--- src/rtl/rr_arbiter_8_pkg.sv ---
// Shared definitions for the eight-way round-robin arbiter: state encodings,
// requester count and the rotating priority search.
package rr_arbiter_8_pkg;

    localparam int NREQ  = 8;
    localparam int IDX_W = 3;

    typedef enum logic [1:0] {
        IDLE  = 2'd0,
        GRANT = 2'd1,
        GAP   = 2'd2
    } state_t;

    // First set bit of req, searching from ptr upward and wrapping past 7 to 0.
    function automatic logic [IDX_W-1:0] rr_pick(input logic [NREQ-1:0] req,
                                                 input logic [IDX_W-1:0] ptr);
        logic [IDX_W-1:0] idx;
        logic [IDX_W-1:0] pick;
        logic             found;
        pick  = '0;
        found = 1'b0;
        for (int k = 0; k < NREQ; k++) begin
            idx = ptr + IDX_W'(k);
            if (!found && req[idx]) begin
                pick  = idx;
                found = 1'b1;
            end
        end
        return pick;
    endfunction

endpackage

--- src/rtl/rr_arbiter_8_decoder.sv ---
// Gate-level 3-to-8 decoder with enable; A is the MSB of the select.
module decoder_3to8 (
    input  logic a,
    input  logic b,
    input  logic c,
    input  logic en,
    output logic y0,
    output logic y1,
    output logic y2,
    output logic y3,
    output logic y4,
    output logic y5,
    output logic y6,
    output logic y7
);

    logic a_n;
    logic b_n;
    logic c_n;

    assign a_n = ~a;
    assign b_n = ~b;
    assign c_n = ~c;

    assign y0 = en & a_n & b_n & c_n;
    assign y1 = en & a_n & b_n & c;
    assign y2 = en & a_n & b   & c_n;
    assign y3 = en & a_n & b   & c;
    assign y4 = en & a   & b_n & c_n;
    assign y5 = en & a   & b_n & c;
    assign y6 = en & a   & b   & c_n;
    assign y7 = en & a   & b   & c;

endmodule

--- src/rtl/rr_arbiter_8.sv ---
// Round-robin arbiter for eight requesters with a bounded hold time and a
// one-cycle turnaround gap between grants.
//
//   state | meaning
//   IDLE  | arbitrate among pending requests starting at ptr
//   GRANT | resource owned by gnt_idx, hold_cnt counting
//   GAP   | turnaround cycle, all grants low; timeout pulses here
module rr_arbiter_8
    import rr_arbiter_8_pkg::*;
#(
    parameter int HOLD_MAX = 15,
    parameter int CNT_W    = 4
) (
    input  logic             clk,
    input  logic             rst,
    input  logic [NREQ-1:0]  req,
    input  logic             done,
    output logic [NREQ-1:0]  gnt,
    output logic [IDX_W-1:0] gnt_idx,
    output logic             gnt_valid,
    output logic             timeout
);

    localparam logic [CNT_W-1:0] HOLD_LAST = CNT_W'(HOLD_MAX - 1);

    state_t           state;
    logic [IDX_W-1:0] ptr;
    logic [CNT_W-1:0] hold_cnt;
    logic             hold_limit;
    logic             grant_exit;

    assign hold_limit = (hold_cnt == HOLD_LAST);
    assign grant_exit = done || !req[gnt_idx] || hold_limit;

    always_ff @(posedge clk) begin
        if (rst) begin
            state    <= IDLE;
            ptr      <= '0;
            gnt_idx  <= '0;
            hold_cnt <= '0;
            timeout  <= 1'b0;
        end else begin
            timeout <= 1'b0;
            case (state)
                IDLE: begin
                    if (|req) begin
                        gnt_idx  <= rr_pick(req, ptr);
                        hold_cnt <= '0;
                        state    <= GRANT;
                    end
                end
                GRANT: begin
                    hold_cnt <= hold_cnt + 1'b1;
                    if (grant_exit) begin
                        state   <= GAP;
                        ptr     <= gnt_idx + 1'b1;
                        // done wins over the hold limit: completion, not a timeout
                        timeout <= hold_limit && !done;
                    end
                end
                GAP: begin
                    state <= IDLE;
                end
                default: begin
                    state <= IDLE;
                end
            endcase
        end
    end

    assign gnt_valid = (state == GRANT);

    decoder_3to8 u_dec (
        .a  (gnt_idx[2]),
        .b  (gnt_idx[1]),
        .c  (gnt_idx[0]),
        .en (gnt_valid),
        .y0 (gnt[0]),
        .y1 (gnt[1]),
        .y2 (gnt[2]),
        .y3 (gnt[3]),
        .y4 (gnt[4]),
        .y5 (gnt[5]),
        .y6 (gnt[6]),
        .y7 (gnt[7])
    );

endmodule

--- config.mk ---
export PLATFORM = sky130hd
export DESIGN_NAME = rr_arbiter_8
export DESIGN_NICKNAME = d
export VERILOG_FILES = /design/src/rtl/rr_arbiter_8_pkg.sv /design/src/rtl/rr_arbiter_8_decoder.sv /design/src/rtl/rr_arbiter_8.sv
export SDC_FILE = /design/constraint.sdc
export NUM_CORES = 1
export LEC_CHECK = 0
export BUFFER_PORTS_ARGS = -buffer_cell sky130_fd_sc_hd__buf_2
export CAP_MARGIN = 20
export CELL_PAD_IN_SITES_DETAIL_PLACEMENT = 0
export CELL_PAD_IN_SITES_GLOBAL_PLACEMENT = 1
export CORE_MARGIN = 8
export CORE_UTILIZATION = 41
export CTS_BUF_LIST = sky130_fd_sc_hd__clkbuf_2 sky130_fd_sc_hd__clkbuf_4 sky130_fd_sc_hd__clkbuf_8
export DETAILED_ROUTE_END_ITERATION = 12
export GPL_ROUTABILITY_DRIVEN = 0
export GPL_TIMING_DRIVEN = 0
export HOLD_SLACK_MARGIN = 0.15
export PLACE_DENSITY_LB_ADDON = 0.1
export SLEW_MARGIN = 10
export SYNTH_ARGS = -nofsm -noshare
export SYNTH_HDL_FRONTEND = slang
export SYNTH_SLANG_ARGS = --single-unit
--- constraint.sdc ---
create_clock -name clk -period 3 [get_ports clk]
set_clock_uncertainty 0.15 [all_clocks]
set_input_delay 0 -clock clk [delete_from_list [all_inputs] [get_ports clk]]
set_output_delay 0 -clock clk [all_outputs]
set_load 0.01 [all_outputs]
==> flow_summary.json, run 1 <==
{
  "fp.dieArea_sq_mm": 0.00633,
  "relSlewSlack": 0.430,
  "htree_levels": 1,
  "synth_top_family_by_area": "multiplexers",
  "p_total_w": 0.00132,
  "area_growth_pct": 23.5,
  "initialDrtViolationCount": 82,
  "routed-via-count": 1635,
  "cap_viol_max_count": 0,
  "layout_setup_ws_ns": 0.110,
  "rsz0062_at_grt": "false",
  "cts_buffers": 3,
  "crit-reg2reg-launch": "ptr[1]",
  "cp_cell_sequence": "buf_6 > buf_8 > clkinvlp_4 > ha_4 > mux4_2 > a21oi_4 > a32oi_4 > buf_4 > o41ai_1 > a32oi_1",
  "drive_above_1_share": 0.345,
  "p_per_area_mw_per_mm2": 644,
  "pin_count": 24,
  "final_max_slew_viol_count": 0,
  "hold_viol": 0,
  "fin_nets": 240,
  "synth_xor_area_frac": 0.0212,
  "netlist_area_sq_mm": 0.00166,
  "cts.sinks": 13,
  "setup_viol": 0,
  "mostFrequentLayoutCells": "buf_2 (24), nor2_1 (21), buf_4 (20)",
  "ys_seq_area_frac": 0.157,
  "avgSynthCellArea_sq_um": 8.95,
  "tns_ns": 0,
  "synthMuxAreaShare": 0.303,
  "grt_max_degree": 11,
  "hp-class": "reg -> reg",
  "status": "finished, final reports clean",
  "n_antenna_cell": 0,
  "ant_nets": 0,
  "grt_pass1_wl_um": 7620,
  "die_h_um": 79.5,
  "max_slew.worst_pin.slew_ns": 0.850,
  "wire_per_inst_um": 16.8,
  "clk_pin_slew_ns": 0.06,
  "synth_edf_count": 0,
  "grt_pass1_vias": 1563,
  "antenna_found_initial": 0,
  "n_fill_cell": 393,
  "rows": 23,
  "syn_nets": 201,
  "r2r_cells": 10,
  "synth_flop_cell": "dfxtp_1",
  "cts_root_buffer": "clkbuf_8",
  "wirelength_um": 4590,
  "endpoint_kind": "flip-flop",
  "finalCriticalPeriod_ns": 2.89,
  "dr.pass1.iters": 4,
  "gr-total-overflow": 0,
  "slowest_delay_ns": 0.59,
  "synth_compound_gate_area_share": 0.184,
  "critPathLaunchType": "flip-flop",
  "synth_warnings": 0,
  "period_share": 0.963,
  "dieWidth_um": 79.5,
  "postSynthCellCount": 185,
  "worstPathMaxFanout": 6,
  "async_flop_share": 0,
  "dpl-instance-area_sq_mm": 0.00183,
  "cts_tree": "built",
  "required_ns": 2.96,
  "arrival_ns": 2.85,
  "regToRegEndpoint": "gnt_idx[1]",
  "fmax_ghz": 0.346,
  "whs_endpoint": "hold_cnt[2]",
  "final_area_sq_mm": 0.00204,
  "p_leak_nw": 0.811,
  "drt-vias-per-instance": 5.99,
  "clockBufferDepth": 2,
  "pre_cts_ws_ns": -0.550,
  "worstHoldStart": "hold_cnt[2]",
  "remaining_drc_errors": 0,
  "io_buffers": 23,
  "initial_core_util": 0.420,
  "hpwl_um": 3490,
  "worstHoldPathCells": 2,
  "reg2reg_slack_ns": 0.11,
  "synthSimpleGateAreaFrac": 0.190,
  "layout_commonest_cell": "buf_2",
  "crit_type": "reg -> reg",
  "grt_use_total": 0.147,
  "ir_worst_vdd_uv": 329,
  "critical_path.slowest_cell": "mux4_2",
  "core_area_sq_mm": 0.00394,
  "synth_cell_types": 46,
  "clock_latency_ns": 0.24,
  "ys_ff_latch": 13,
  "synthAdderAreaFrac": 0.0378
}
## Yosys cell counts (2+ instances only)
cell type | instances | area, sq um
nor2_1 | 21 | 78.8
buf_4 | 13 | 97.6
dfxtp_1 | 13 | 260
mux2i_1 | 13 | 130
nand2_1 | 10 | 37.5
mux4_2 | 9 | 203
nand2b_1 | 7 | 43.8
nor3_1 | 7 | 35.0
o21ai_0 | 7 | 35.0
inv_1 | 6 | 22.5
a211oi_1 | 5 | 37.5
a21oi_1 | 5 | 25.0
clkbuf_1 | 5 | 18.8
ha_1 | 5 | 62.6
mux4_1 | 5 | 131
nand3_1 | 4 | 20.0
nor2b_1 | 4 | 25.0
nor4_1 | 4 | 25.0
a31oi_1 | 3 | 18.8
buf_2 | 3 | 15.0
nand3b_1 | 3 | 22.5
a211o_1 | 2 | 17.5
a221oi_1 | 2 | 17.5
a32oi_1 | 2 | 17.5
and3_1 | 2 | 12.5
buf_6 | 2 | 22.5
mux2_2 | 2 | 22.5
xnor2_1 | 2 | 17.5
xor2_1 | 2 | 17.5
## layout make-up
class,instances,area (sq um),area share
Clock inverter,1,5.00,0.00245
Sequential cell,13,262,0.128
Timing Repair Buffer,34,205,0.100
Tap cell,50,62.6,0.0306
Multi-Input combinational cell,143,1260,0.617
Inverter,6,26.3,0.0129
Buffer,23,181,0.0887
Clock buffer,3,41.3,0.0202
## power by group
group	internal (W)	leakage, nW	switching, W
Sequential	0.000199	0.107	0.0000185
Clock	0.0000918	0.0255	0.0000650
Combinational	0.000452	0.679	0.000490
Total	0.000743	0.811	0.000573
## layer usage
layer	share of wire	track usage	up-vias	wire, um
met5	0	0	-	0
li1	-	-	775	-
met1	0.46	0.197	803	2120
met2	0.48	0.231	47	2200
met4	0.016	0.0426	0	72
met3	0.044	0.0293	10	201
## registers in the layout (all words and copies together) (netlist names)
| name | cells |
|---|---|
| hold_cnt | 4 |
| gnt_idx | 3 |
| ptr | 3 |
| state | 2 |
| timeout | 1 |
## worst max-delay path by stage
stage	startpoint	end	slack, ns	depth (start not counted)
global route	ptr[1]	gnt_idx[0]	0.01	11
CTS	ptr[0]	gnt_idx[0]	0.01	11
global placement	ptr[1]	gnt_idx[0]	-0.41	10
floorplan	ptr[1]	gnt_idx[0]	0.07	10
finish	ptr[1]	gnt_idx[1]	0.11	10
detailed placement	ptr[1]	gnt_idx[0]	-0.55	10
## worst max-delay path: cells and delay by family (launching register included)
family / cells / cell delay [ns]
AO/OA/AOI/OAI: 4 / 0.84
adder cells (fa/ha/maj): 1 / 0.32
buffers and inverters: 4 / 0.52
flip-flops: 1 / 0.34
multiplexers: 1 / 0.59
## timing repair
item,4_1_cts,5_1_grt
hold buffers,3,0
buffers inserted,3,5
resized for setup,17,4
pin swaps,3,2
endpoints found under the hold margin,6,0
endpoints found under the setup margin,3,3
## cells by family (layout without fill, tap and decap cells)
| family | after synthesis | count (layout) |
|---|---|---|
| AO/OA/AOI/OAI | 40 | 40 |
| XOR/XNOR | 4 | 4 |
| adder cells (fa/ha/maj) | 5 | 5 |
| buffers and inverters | 29 | 67 |
| flip-flops | 13 | 13 |
| multiplexers | 30 | 30 |
| AND/OR/NAND/NOR | 64 | 64 |
## through the flow
stage / utilization / hold WS (ns) / std cells
3_5_place_dp: 0.465 / 0.0353 / 258
4_1_cts: 0.505 / 0.366 / 268
3_3_place_gp: 0.465 / 0.0419 / 258
2_1_floorplan: - / -0.0779 / 185
5_1_grt: 0.519 / 0.393 / 273
6_report: 0.519 / 0.362 / 273
No activity file was read; power rests on OpenSTA's default activity.
==> inputs of run 2 (changes only) <==
--- a/config.mk
+++ b/config.mk
@@ -9,7 +9,7 @@
 export CAP_MARGIN = 20
 export CELL_PAD_IN_SITES_DETAIL_PLACEMENT = 0
 export CELL_PAD_IN_SITES_GLOBAL_PLACEMENT = 1
-export CORE_MARGIN = 8
+export CORE_ASPECT_RATIO = 0.7
 export CORE_UTILIZATION = 41
 export CTS_BUF_LIST = sky130_fd_sc_hd__clkbuf_2 sky130_fd_sc_hd__clkbuf_4 sky130_fd_sc_hd__clkbuf_8
 export DETAILED_ROUTE_END_ITERATION = 12
==> run 2 against run 1 <==
  * Sequential share of layout area is 0.093 points higher
  * Critical path depth stayed put
  * Fmax is 0.13% higher
  * Core utilization is 3.4 points higher
  * Flip-flop and latch count stayed put
  * Non-clock buffer count is 1 higher
  * Power hardly changed
  * Critical path type unchanged
  * Critical endpoint is now gnt_idx[0]
  * Largest power group unchanged
  * Highest routed layer unchanged
==> flow_summary.json, run 2 (synthesized netlist as in run 1, its figures left out) <==
{
  "fin_nets": 241,
  "initial_core_util": 0.448,
  "cts_tree": "built",
  "dieWidth_um": 77.9,
  "area_growth_pct": 23.2,
  "regMostFlops": "hold_cnt",
  "layout_setup_ws_ns": 0.114,
  "largest_reg_flops": 4,
  "reg2reg_slack_ns": 0.11,
  "grt_use_total": 0.223,
  "max_slew.worst_pin.slew_ns": 0.838,
  "ir_worst_vdd_uv": 333,
  "cts_buffers": 3,
  "switchingPower_w": 0.000580,
  "n_fill_cell": 352,
  "grt_pass1_vias": 1434,
  "relSlewSlack": 0.438,
  "htree_levels": 1,
  "reg_top3": "hold_cnt x4, gnt_idx x3, ptr x3",
  "cap_viol_max_count": 0,
  "clockBufferDepth": 2,
  "hpwl_um": 3430,
  "grt_pass1_wl_um": 7250,
  "whs_endpoint": "hold_cnt[2]",
  "whs_ns": 0.380,
  "swShare": 0.440,
  "dr.pass1.iters": 4,
  "worstHoldPathCells": 2,
  "status": "finished, final reports clean",
  "core_area_sq_mm": 0.00369,
  "finalCriticalPeriod_ns": 2.89,
  "pin_count": 24,
  "seqPwrFrac": 0.167,
  "routed-via-count": 1618,
  "placed_cells": 258,
  "p_total_w": 0.00132,
  "n_antenna_cell": 0,
  "grt_max_degree": 11,
  "power_frac_clock": 0.125,
  "hp-class": "reg -> reg",
  "initialDrtViolationCount": 126,
  "pre_cts_ws_ns": -0.483,
  "rsz0062_at_grt": "false",
  "layout_commonest_cell": "buf_2",
  "fin_util": 0.552,
  "wirelength_um": 4580,
  "rows": 18,
  "pwr-share-comb": 0.708,
  "die_h_um": 55.2,
  "io_buffers": 23,
  "worstHoldStart": "hold_cnt[2]",
  "wire_per_inst_um": 16.7,
  "regToRegEndpoint": "gnt_idx[0]",
  "cts_root_buffer": "clkbuf_8",
  "clock_latency_ns": 0.25,
  "final_cells": 274,
  "remaining_drc_errors": 0,
  "crit_type": "reg -> reg",
  "p_per_area_mw_per_mm2": 646,
  "clk_pin_slew_ns": 0.06,
  "r2r_cells": 10,
  "antenna_found_initial": 0,
  "drt-vias-per-instance": 5.91,
  "required_ns": 3.01,
  "crit-reg2reg-launch": "ptr[0]",
  "endpoint_kind": "flip-flop",
  "ant_nets": 0,
  "mostFrequentLayoutCells": "buf_2 (24), nor2_1 (21), buf_4 (21)",
  "gr-total-overflow": 0,
  "worstPathMaxFanout": 10,
  "arrival_ns": 2.89,
  "hold_viol": 0,
  "cts.sinks": 13,
  "period_share": 0.962,
  "critPathLaunchType": "flip-flop",
  "drive_above_1_share": 0.348,
  "p_leak_nw": 0.816,
  "setup_viol": 0,
  "fp.dieArea_sq_mm": 0.00430,
  "p_int_w": 0.000738,
  "fmax_ghz": 0.346,
  "final_max_slew_viol_count": 0
}
[run 2: layout make-up]
type,count,area (sq um),area share
Multi-Input combinational cell,143,1250,0.612
Inverter,6,26.3,0.0129
Timing Repair Buffer,35,213,0.104
Tap cell,50,62.6,0.0307
Clock inverter,1,5.00,0.00245
Buffer,23,181,0.0890
Sequential cell,13,263,0.129
Clock buffer,3,41.3,0.0202
[run 2: how the worst max path moves through the flow]
| stage | start | to | slack [ns] | depth (start not counted) |
|---|---|---|---|---|
| after floorplan | ptr[1] | gnt_idx[0] | 0.07 | 10 |
| after global placement | ptr[1] | gnt_idx[0] | -0.42 | 10 |
| after detailed placement | ptr[1] | gnt_idx[0] | -0.48 | 10 |
| after CTS | ptr[1] | gnt_idx[0] | 0.009 | 11 |
| after global routing | ptr[0] | gnt_idx[0] | 0.005 | 10 |
| final | ptr[0] | gnt_idx[0] | 0.11 | 10 |
[run 2: worst max-delay path, cell delays in order (launching register included)]
cell      delay [ns]
dfxtp_2         0.34
buf_6           0.10
buf_8           0.13
inv_1           0.08
ha_4            0.31
mux4_2          0.56
a21oi_2         0.24
a32oi_4         0.18
a211oi_1        0.30
o21ai_0         0.13
a311oi_1        0.27
[run 2: power groups by stage]
stage / clock network [W] / logic [W] / registers, W
finish: 0.000164 / 0.000932 / 0.000220
global route: 0.000174 / 0.00100 / 0.000224
CTS: 0.000166 / 0.000882 / 0.000220
detailed placement: 0 / 0.000809 / 0.000223
global placement: 0 / 0.000795 / 0.000221
floorplan: 0 / 0.000635 / 0.000215
[run 2: what timing repair did]
action / CTS / global route
pin swaps: 3 / 4
gates resized for setup: 18 / 2
endpoints found under the hold margin: 8 / 0
hold buffers: 3 / 0
setup buffers: 3 / 6
endpoints found under the setup margin: 3 / 2
[run 2: per-stage QoR]
step | instance area (sq um) | setup TNS (ns)
2_1_floorplan | 1660 | 0
3_3_place_gp | 1830 | -0.815
3_5_place_dp | 1830 | -0.975
4_1_cts | 1990 | 0
5_1_grt | 2040 | 0
6_report | 2040 | 0
[run 2: routing by layer]
layer / global-route usage / vias up / share of wire
met4: 0.0278 / 0 / 0.0022
met5: 0 / - / 0
met2: 0.351 / 61 / 0.42
li1: - / 783 / -
met1: 0.329 / 772 / 0.50
met3: 0.0377 / 2 / 0.075
